### config.mk
export PLATFORM = sky130hd
export DESIGN_NAME = data_mem_wbuf
export DESIGN_NICKNAME = d
export VERILOG_FILES = /design/src/rtl/data_mem_wbuf.sv
export SDC_FILE = /design/constraint.sdc
export NUM_CORES = 2
export LEC_CHECK = 0
export CAP_MARGIN = 10
export CORE_UTILIZATION = 50
export CTS_BUF_LIST = sky130_fd_sc_hd__clkbuf_2 sky130_fd_sc_hd__clkbuf_4 sky130_fd_sc_hd__clkbuf_8
export DETAILED_ROUTE_END_ITERATION = 8
export GPL_TIMING_DRIVEN = 1
export PLACE_DENSITY = 0.65
export SLEW_MARGIN = 25
export SYNTH_ARGS = -nofsm -noshare
export SYNTH_HDL_FRONTEND = slang
export SYNTH_SLANG_ARGS = --single-unit
### constraint.sdc
create_clock -name clk -period 9.8 [get_ports clk]
set_clock_uncertainty 0.05 [all_clocks]
set_input_delay 2.94 -clock clk [delete_from_list [all_inputs] [get_ports clk]]
set_output_delay 2.94 -clock clk [all_outputs]
set_load 0.01 [all_outputs]
### src/rtl/data_mem_wbuf.sv
// Data-memory stage for the single-cycle core: a 2^ADDR_W x DATA_W word array
// fronted by a posted-write buffer with same-cycle load forwarding.
module data_mem_wbuf #(
    parameter int DEPTH  = 4,
    parameter int ADDR_W = 7,
    parameter int DATA_W = 32
) (
    input  logic                       clk,
    input  logic                       rst_n,
    input  logic                       CEN,
    input  logic                       WEN,
    input  logic                       OEN,
    input  logic [ADDR_W-1:0]          A,
    input  logic [DATA_W-1:0]          Data2Mem,
    output logic [DATA_W-1:0]          ReadDataMem,
    output logic                       wb_empty,
    output logic [$clog2(DEPTH):0]     wb_count
);

    localparam int PTR_W = $clog2(DEPTH);
    localparam int CNT_W = PTR_W + 1;

    logic [DEPTH-1:0]  r_vld;
    logic [ADDR_W-1:0] r_addr [DEPTH];
    logic [DATA_W-1:0] r_data [DEPTH];
    logic [PTR_W-1:0]  r_head;
    logic [PTR_W-1:0]  r_tail;
    logic [CNT_W-1:0]  r_count;
    logic [DATA_W-1:0] r_mem  [0:(1<<ADDR_W)-1];

    logic              w_write;
    logic              w_read;
    logic              w_hit;
    logic [PTR_W-1:0]  w_hit_idx;
    logic              w_drain;
    logic              w_enq;
    logic              w_head_coal;
    logic [ADDR_W-1:0] w_drain_addr;
    logic [DATA_W-1:0] w_drain_data;

    // A store with WEN and OEN both low is a write, never a read.
    assign w_write = ~CEN & ~WEN;
    assign w_read  = ~CEN & ~OEN & WEN;

    // Coalescing keeps addresses unique, so at most one entry can match.
    always_comb begin
        w_hit     = 1'b0;
        w_hit_idx = '0;
        for (int i = 0; i < DEPTH; i++) begin
            if (r_vld[i] && (r_addr[i] == A)) begin
                w_hit     = 1'b1;
                w_hit_idx = PTR_W'(i);
            end
        end
    end

    assign w_drain      = ~w_read & (r_count != '0);
    assign w_enq        = w_write & ~w_hit;
    assign w_head_coal  = w_write & w_hit & (w_hit_idx == r_head);
    assign w_drain_addr = r_addr[r_head];
    // A store coalescing into the draining head goes straight to the array.
    assign w_drain_data = w_head_coal ? Data2Mem : r_data[r_head];

    always_comb begin
        ReadDataMem = '0;
        if (w_read) begin
            ReadDataMem = w_hit ? r_data[w_hit_idx] : r_mem[A];
        end
    end

    always_ff @(posedge clk or negedge rst_n) begin
        if (!rst_n) begin
            r_vld   <= '0;
            r_head  <= '0;
            r_tail  <= '0;
            r_count <= '0;
            for (int i = 0; i < DEPTH; i++) begin
                r_addr[i] <= '0;
                r_data[i] <= '0;
            end
        end else begin
            if (w_drain) begin
                r_vld[r_head] <= 1'b0;
                r_head        <= r_head + PTR_W'(1);
            end
            if (w_write && w_hit) begin
                r_data[w_hit_idx] <= Data2Mem;
            end
            // When full, tail equals head; the valid set here overrides the drain clear.
            if (w_enq) begin
                r_vld[r_tail]  <= 1'b1;
                r_addr[r_tail] <= A;
                r_data[r_tail] <= Data2Mem;
                r_tail         <= r_tail + PTR_W'(1);
            end
            r_count <= r_count + CNT_W'(w_enq) - CNT_W'(w_drain);
        end
    end

    always_ff @(posedge clk) begin
        if (w_drain) begin
            r_mem[w_drain_addr] <= w_drain_data;
        end
    end

    assign wb_empty = (r_count == '0);
    assign wb_count = r_count;

endmodule

Word-level counts from Yosys, hierarchy flattened
Memories as Yosys holds them, arrays and structs flattened.
Cells that the tools add are included.
Word-level totals
  memories: 1
  bits in writable memories: 4096
  output and inout bits: 36
  flip-flop bits (word level): 167
  logic and storage cells: 98
  input port bits: 44
Memory list
  r_mem: depth 128, bits a word 32, rd ports 1, clocked after memory_dff 0, wr ports 1, RTL line 29  | logic [DATA_W-1:0] r_mem [0:(1<<ADDR_W)-1];
Cells by class
  reductions and logical operators: 11
  mux-type cells: 38
  magnitude comparators: 9
  equality and inequality tests: 5
  add/subtract/negate cells: 4
  bitwise operators: 18
Operator list (number)
  32-bit 2-to-1 mux: 9
  128-bit bitwise mux: 2
  128-bit 2-to-1 mux: 2
  32-bit binary-select mux with 2-bit select: 2
  32-bit demux with 2-bit select: 2
  28-bit bitwise mux: 1
  7-bit == test: 4
  7-bit 2-to-1 mux: 3
  7-bit binary-select mux with 2-bit select: 1
  7-bit demux with 2-bit select: 1
  3-bit greater-or-equal comparator (second input constant): 3
  1-bit logical AND: 9
  1-bit 2-to-1 mux: 9
  2-bit NOT with 3-bit output: 3
  4-bit 2-to-1 mux: 2
  1-bit AND: 7
  2-bit by 3-bit < comparator with 1-bit output (second input constant): 2
  3-bit by 1-bit < comparator with 1-bit output (second input constant): 2
  1-bit NOT: 5
  2-bit by 1-bit adder with 2-bit output (second input constant): 2
  4-bit AND: 1
  1-bit demux with 2-bit select: 2
  2-bit by 1-bit greater-or-equal comparator with 1-bit output (second input constant): 2
  2-bit 2-to-1 mux: 2
  other kinds (7): 7

Longest topological paths before layout
  depth after elaboration: 14
  gate-level depth with buffers: 16
  gate-level depth less buffers: 12

Least setup slack after synthesis
OpenSTA, ideal clock, no wires.
  kind: input to output
  start point: input port A[2]
  end point: output port ReadDataMem[0]
  cell stages on the path: 10
  data required time: 6.810 ns
  slack: 1.664 ns
  data arrival time: 5.146 ns
  path buffers: 3
  cell sequence: buf_2 -> buf_2 -> and2_1 -> buf_2 -> a221oi_2 -> nor3_1 -> or4_1 -> nor4_1 -> nor3_1 -> nor4_1
Between the ends
  word-level cells in the longest chain between the ends: 11
  elaborated cells on any way between the ends: 22
  classes of those cells: 4 x eq/ne; 12 x mux; 1 x bitwise; 4 x reduce/logical; 1 x memory
RTL lines
  from (decl): RTL line 13  | input logic [ADDR_W-1:0] A,
  7-bit == test: RTL line 50  | if (r_vld[i] && (r_addr[i] == A)) begin
  1-bit logical AND: RTL line 50
  1-bit 2-to-1 mux: RTL line 50
  2-bit 2-to-1 mux (2 in series): RTL line 50
  2-bit NOT with 3-bit output (implied by the code): RTL line 67  | ReadDataMem = w_hit ? r_data[w_hit_idx] : r_mem[A];
  32-bit binary-select mux with 2-bit select: RTL line 67
  32-bit 2-to-1 mux (implied by the code) (2 in series): RTL line 67
  32-bit 2-to-1 mux *: RTL line 67
  32-bit 2-to-1 mux *: RTL line 66  | if (w_read) begin
  to (decl): RTL line 15  | output logic [DATA_W-1:0] ReadDataMem,
Every way passes the cells marked *; elsewhere a longest branch is shown, timed or not. The select of a mux whose other input is x is not followed.

Worst setup path in the final report
  start point: input port A[1]
  end point: output port ReadDataMem[7]
Same word-level chain as after synthesis.

==> flow_summary.yaml <==
floorplanning:
  io_pins: 80
  core_sq_um: 334000
  die_w_microns: 581
  row_count: 212
  die_y_microns: 581
  die_area_sq_um: 338000
  start_util_pct: 50.3
yosys:
  synthDistinctLibCells: 81
  ys_ff_latch: 4263
  yosysTopAreaCellShare_pct: 73.3
  synthTopCellsByArea: "edfxtp_1 73%, mux4_2 9.5%, mux2i_1 4.3%"
  synth-main-ff-cell: "edfxtp_1"
  async_flop_share_pct: 3.92
  synth-edff-count: 4096
  yosysTopAreaCell: "edfxtp_1"
  syn_inst: 8268
  synth_area_sq_um: 168000
  synth_nets: 8323
  synth_seq_area_share_pct: 75.8
  yosysWarningCount: 0
  syn_area_per_cell_sq_um: 20.3
pwr:
  power_leakage_nw: 63.3
  vdd_drop_max_mv: 0.455
  power_density_nw_per_um2: 284
  power_mw: 54.5
placement:
  numPortBuffers: 79
  place_area_sq_um: 179000
  routabilityCongestion: 0.922
  place.detailed.hpwl_mm: 307
final_layout:
  nFillCells: 24500
  synthToLayoutAreaGrowth_pct: 14.3
  fin_nets: 9271
  drive_gt1_share_pct: 29.5
  finalInstanceArea_sq_um: 192000
  seq_area_sq_um: 127000
  multi_input_area_sq_um: 38900
run_status:
  violations: "negative setup slack"
  status: "finished with violations"
setup_path:
  reg2reg_setup_slack_ns: 4.90
  r2r_cells: 5
  startpoint_type: "primary input"
  critPathLaunch: "A[1]"
  cp.required_ns: 6.81
  crit_slowest_cell: "a211oi_1"
  crit_type: "in2out"
  cp_common_cell: "buf_4"
  crit_end: "ReadDataMem[7]"
  max_stage_delay_ns: 0.74
  cp_max_fo: 44
  crit_arrival_ns: 6.90
  timing.rr.end: "r_mem[79][24]"
  endpoint_kind: "output pin"
  r2r-start: "r_head[0]"
  worstPathCellList: "buf_8 -> buf_12 -> buf_4 -> mux4_2 -> or2_2 -> a211oi_1 -> a311oi_1 -> nand4_1 -> o21a_1 -> o22ai_1 -> buf_4 -> clkdlybuf4s50_1"
timing:
  fin_crit_sh_pct: 101
  rsz0062_at_grt: "yes"
  tightestPinTransition_ns: 1.14
  slew_violations: 0
  max_freq_mhz: 101
  tns_ns: -0.193
  relSlewSlack_pct: 23.6
  hold_viol: 0
  hold_ws_ns: 0.448
  period_needed_ns: 9.89
  setup_violations: 5
  timing.final.ws_setup_ns: -0.0913
routing:
  vias: 93900
  wl_per_cell_microns: 36.5
  detail-route-antenna-nets: 0
  drt_wl_total_mm: 516
  viasPerCell: 6.64
  drc: 0
  dr.pass1.iters: 6
  drtIter0Drc: 15000
clock_network:
  clock_latency_ns: 1.23
  cts_made_buffers: 670
  clock-root-buffer: "clkbuf_8"
  cts_tree: "yes"
  clockBufferDepth: 4
  clk_pin_slew_ns: 0.05
  clock-sinks: 4263
  h-tree-depth: 6
  post_cts_buffers: 0
min_path:
  hold_class: "reg2reg"
global_routing:
  antenna_found_initial: 47
  grt_max_degree: 129
  grt_pass1_wl_mm: 712
  overflow: 0
  first_global_vias: 91600
  globalRouteTotalUtil_pct: 30.1
flow_run:
  maxCapViolCount: 0
what timing repair did:
action,4_1_cts,5_1_grt
endpoints found under the setup margin,14,18
pin swaps,0,8
hold buffers,0,0
gates resized for setup,21,28
cloned,1,0
cell type report:
cell class	instances	share of cell area, %
timing repair buffer	796	3.87
tap	4387	2.86
clock inverter	282	0.828
clock buffer	914	5.82
inverter	12	0.0313
antenna	23	0.0300
multi-input combinational	3473	20.3
sequential	4263	66.3
sequential cells by signal, summed over array words and instances (netlist names):
name and count:
r_addr 28, r_data 128, r_head 2, r_mem 4096
r_tail 2, r_vld 4, wb_count 3
stage by stage:
step / worst slack, ns / utilization [%] / instances
floorplan: 1.66 / - / 8268
global placement: -0.983 / 53.5 / 12900
detailed placement: -0.312 / 53.5 / 12900
CTS: -0.0598 / 57.4 / 14100
global route: -0.0301 / 57.5 / 14100
finish: -0.0913 / 57.5 / 14200
layer usage:
metal	wire length (microns)	track usage, %	share of wire [%]
met2	236000	45.6	46
met5	81	0	0.016
met4	19800	10.8	3.8
met1	194000	42.3	37
met3	67400	8.01	13
synth_stat cells (7+ instances only):
cell,count
o211ai_1,20
o22ai_1,46
edfxtp_1,4096
a21oi_1,78
a22oi_1,93
a221o_1,97
o31ai_1,18
nor3_1,113
nor2b_1,15
and4_1,11
a211o_1,11
buf_6,92
clkbuf_1,197
and3_1,7
buf_2,104
or2_2,10
nand2b_1,25
a311oi_1,7
or3_1,17
ha_1,10
nand2_1,165
mux2i_1,729
buf_1,42
nand3_1,81
a31oi_1,20
xnor2_1,28
mux2_2,188
nor2_1,257
mux4_1,11
buf_8,29
a221oi_1,267
mux4_2,709
nand4_1,14
o311ai_0,9
o21ai_0,221
buf_4,44
nor4_1,20
o21a_1,9
and2_1,7
a211oi_1,67
dfrtp_1,167
inv_1,9
power breakdown:
part	internal, mW	switching (mW)	total [mW]
registers	27.0	0.560	27.5
logic	2.42	10.1	12.5
clock network	7.52	6.98	14.5
critical path, delay by kind of cell:
family / cells / cell delay [ns]
AOI/OAI and AO/OA: 4 / 1.33
muxes: 1 / 0.36
and+or+nand+nor: 2 / 0.44
buffers and inverters: 5 / 1.72
layout by cell type (no fill, tap or decap), types with 24 or more instances in the layout:
master,n
a221o_1,97
edfxtp_1,4096
mux2_4,24
nand3_1,77
xnor2_1,28
buf_12,85
dfrtp_1,165
buf_4,626
o22ai_1,46
a221oi_1,265
clkbuf_4,226
nor3_1,106
clkinv_2,60
nor2_4,132
clkinv_1,169
nor2_1,123
mux2_2,156
mux2i_1,729
a21oi_1,71
nand2b_1,25
nand2_1,163
clkbuf_8,688
clkdlybuf4s50_1,66
a22oi_1,93
o21ai_0,218
a211oi_1,57
mux4_2,709
worst min path at each step:
stage	start	endpoint	slack, ns	depth (start not counted)
floorplan	r_vld[0]	r_vld[0]	0.39	2
global placement	r_vld[3]	r_vld[3]	0.42	2
detailed placement	r_vld[0]	r_vld[0]	0.44	2
CTS	r_vld[0]	r_vld[0]	0.45	2
global route	r_vld[0]	r_vld[0]	0.47	2
finish	r_vld[0]	r_vld[0]	0.45	2
kinds of logic after synthesis:
logic type,after synthesis,share of synthesized area [%]
multiplexers,1637,15.3
XOR/XNOR,32,0.167
buffers and inverters,532,2.02
flip-flops,4263,75.8
adder cells (fa/ha/maj),11,0.0865
AO/OA/AOI/OAI,1040,4.60
AND/OR/NAND/NOR,753,2.06
Power figures use the tool's default switching activity.
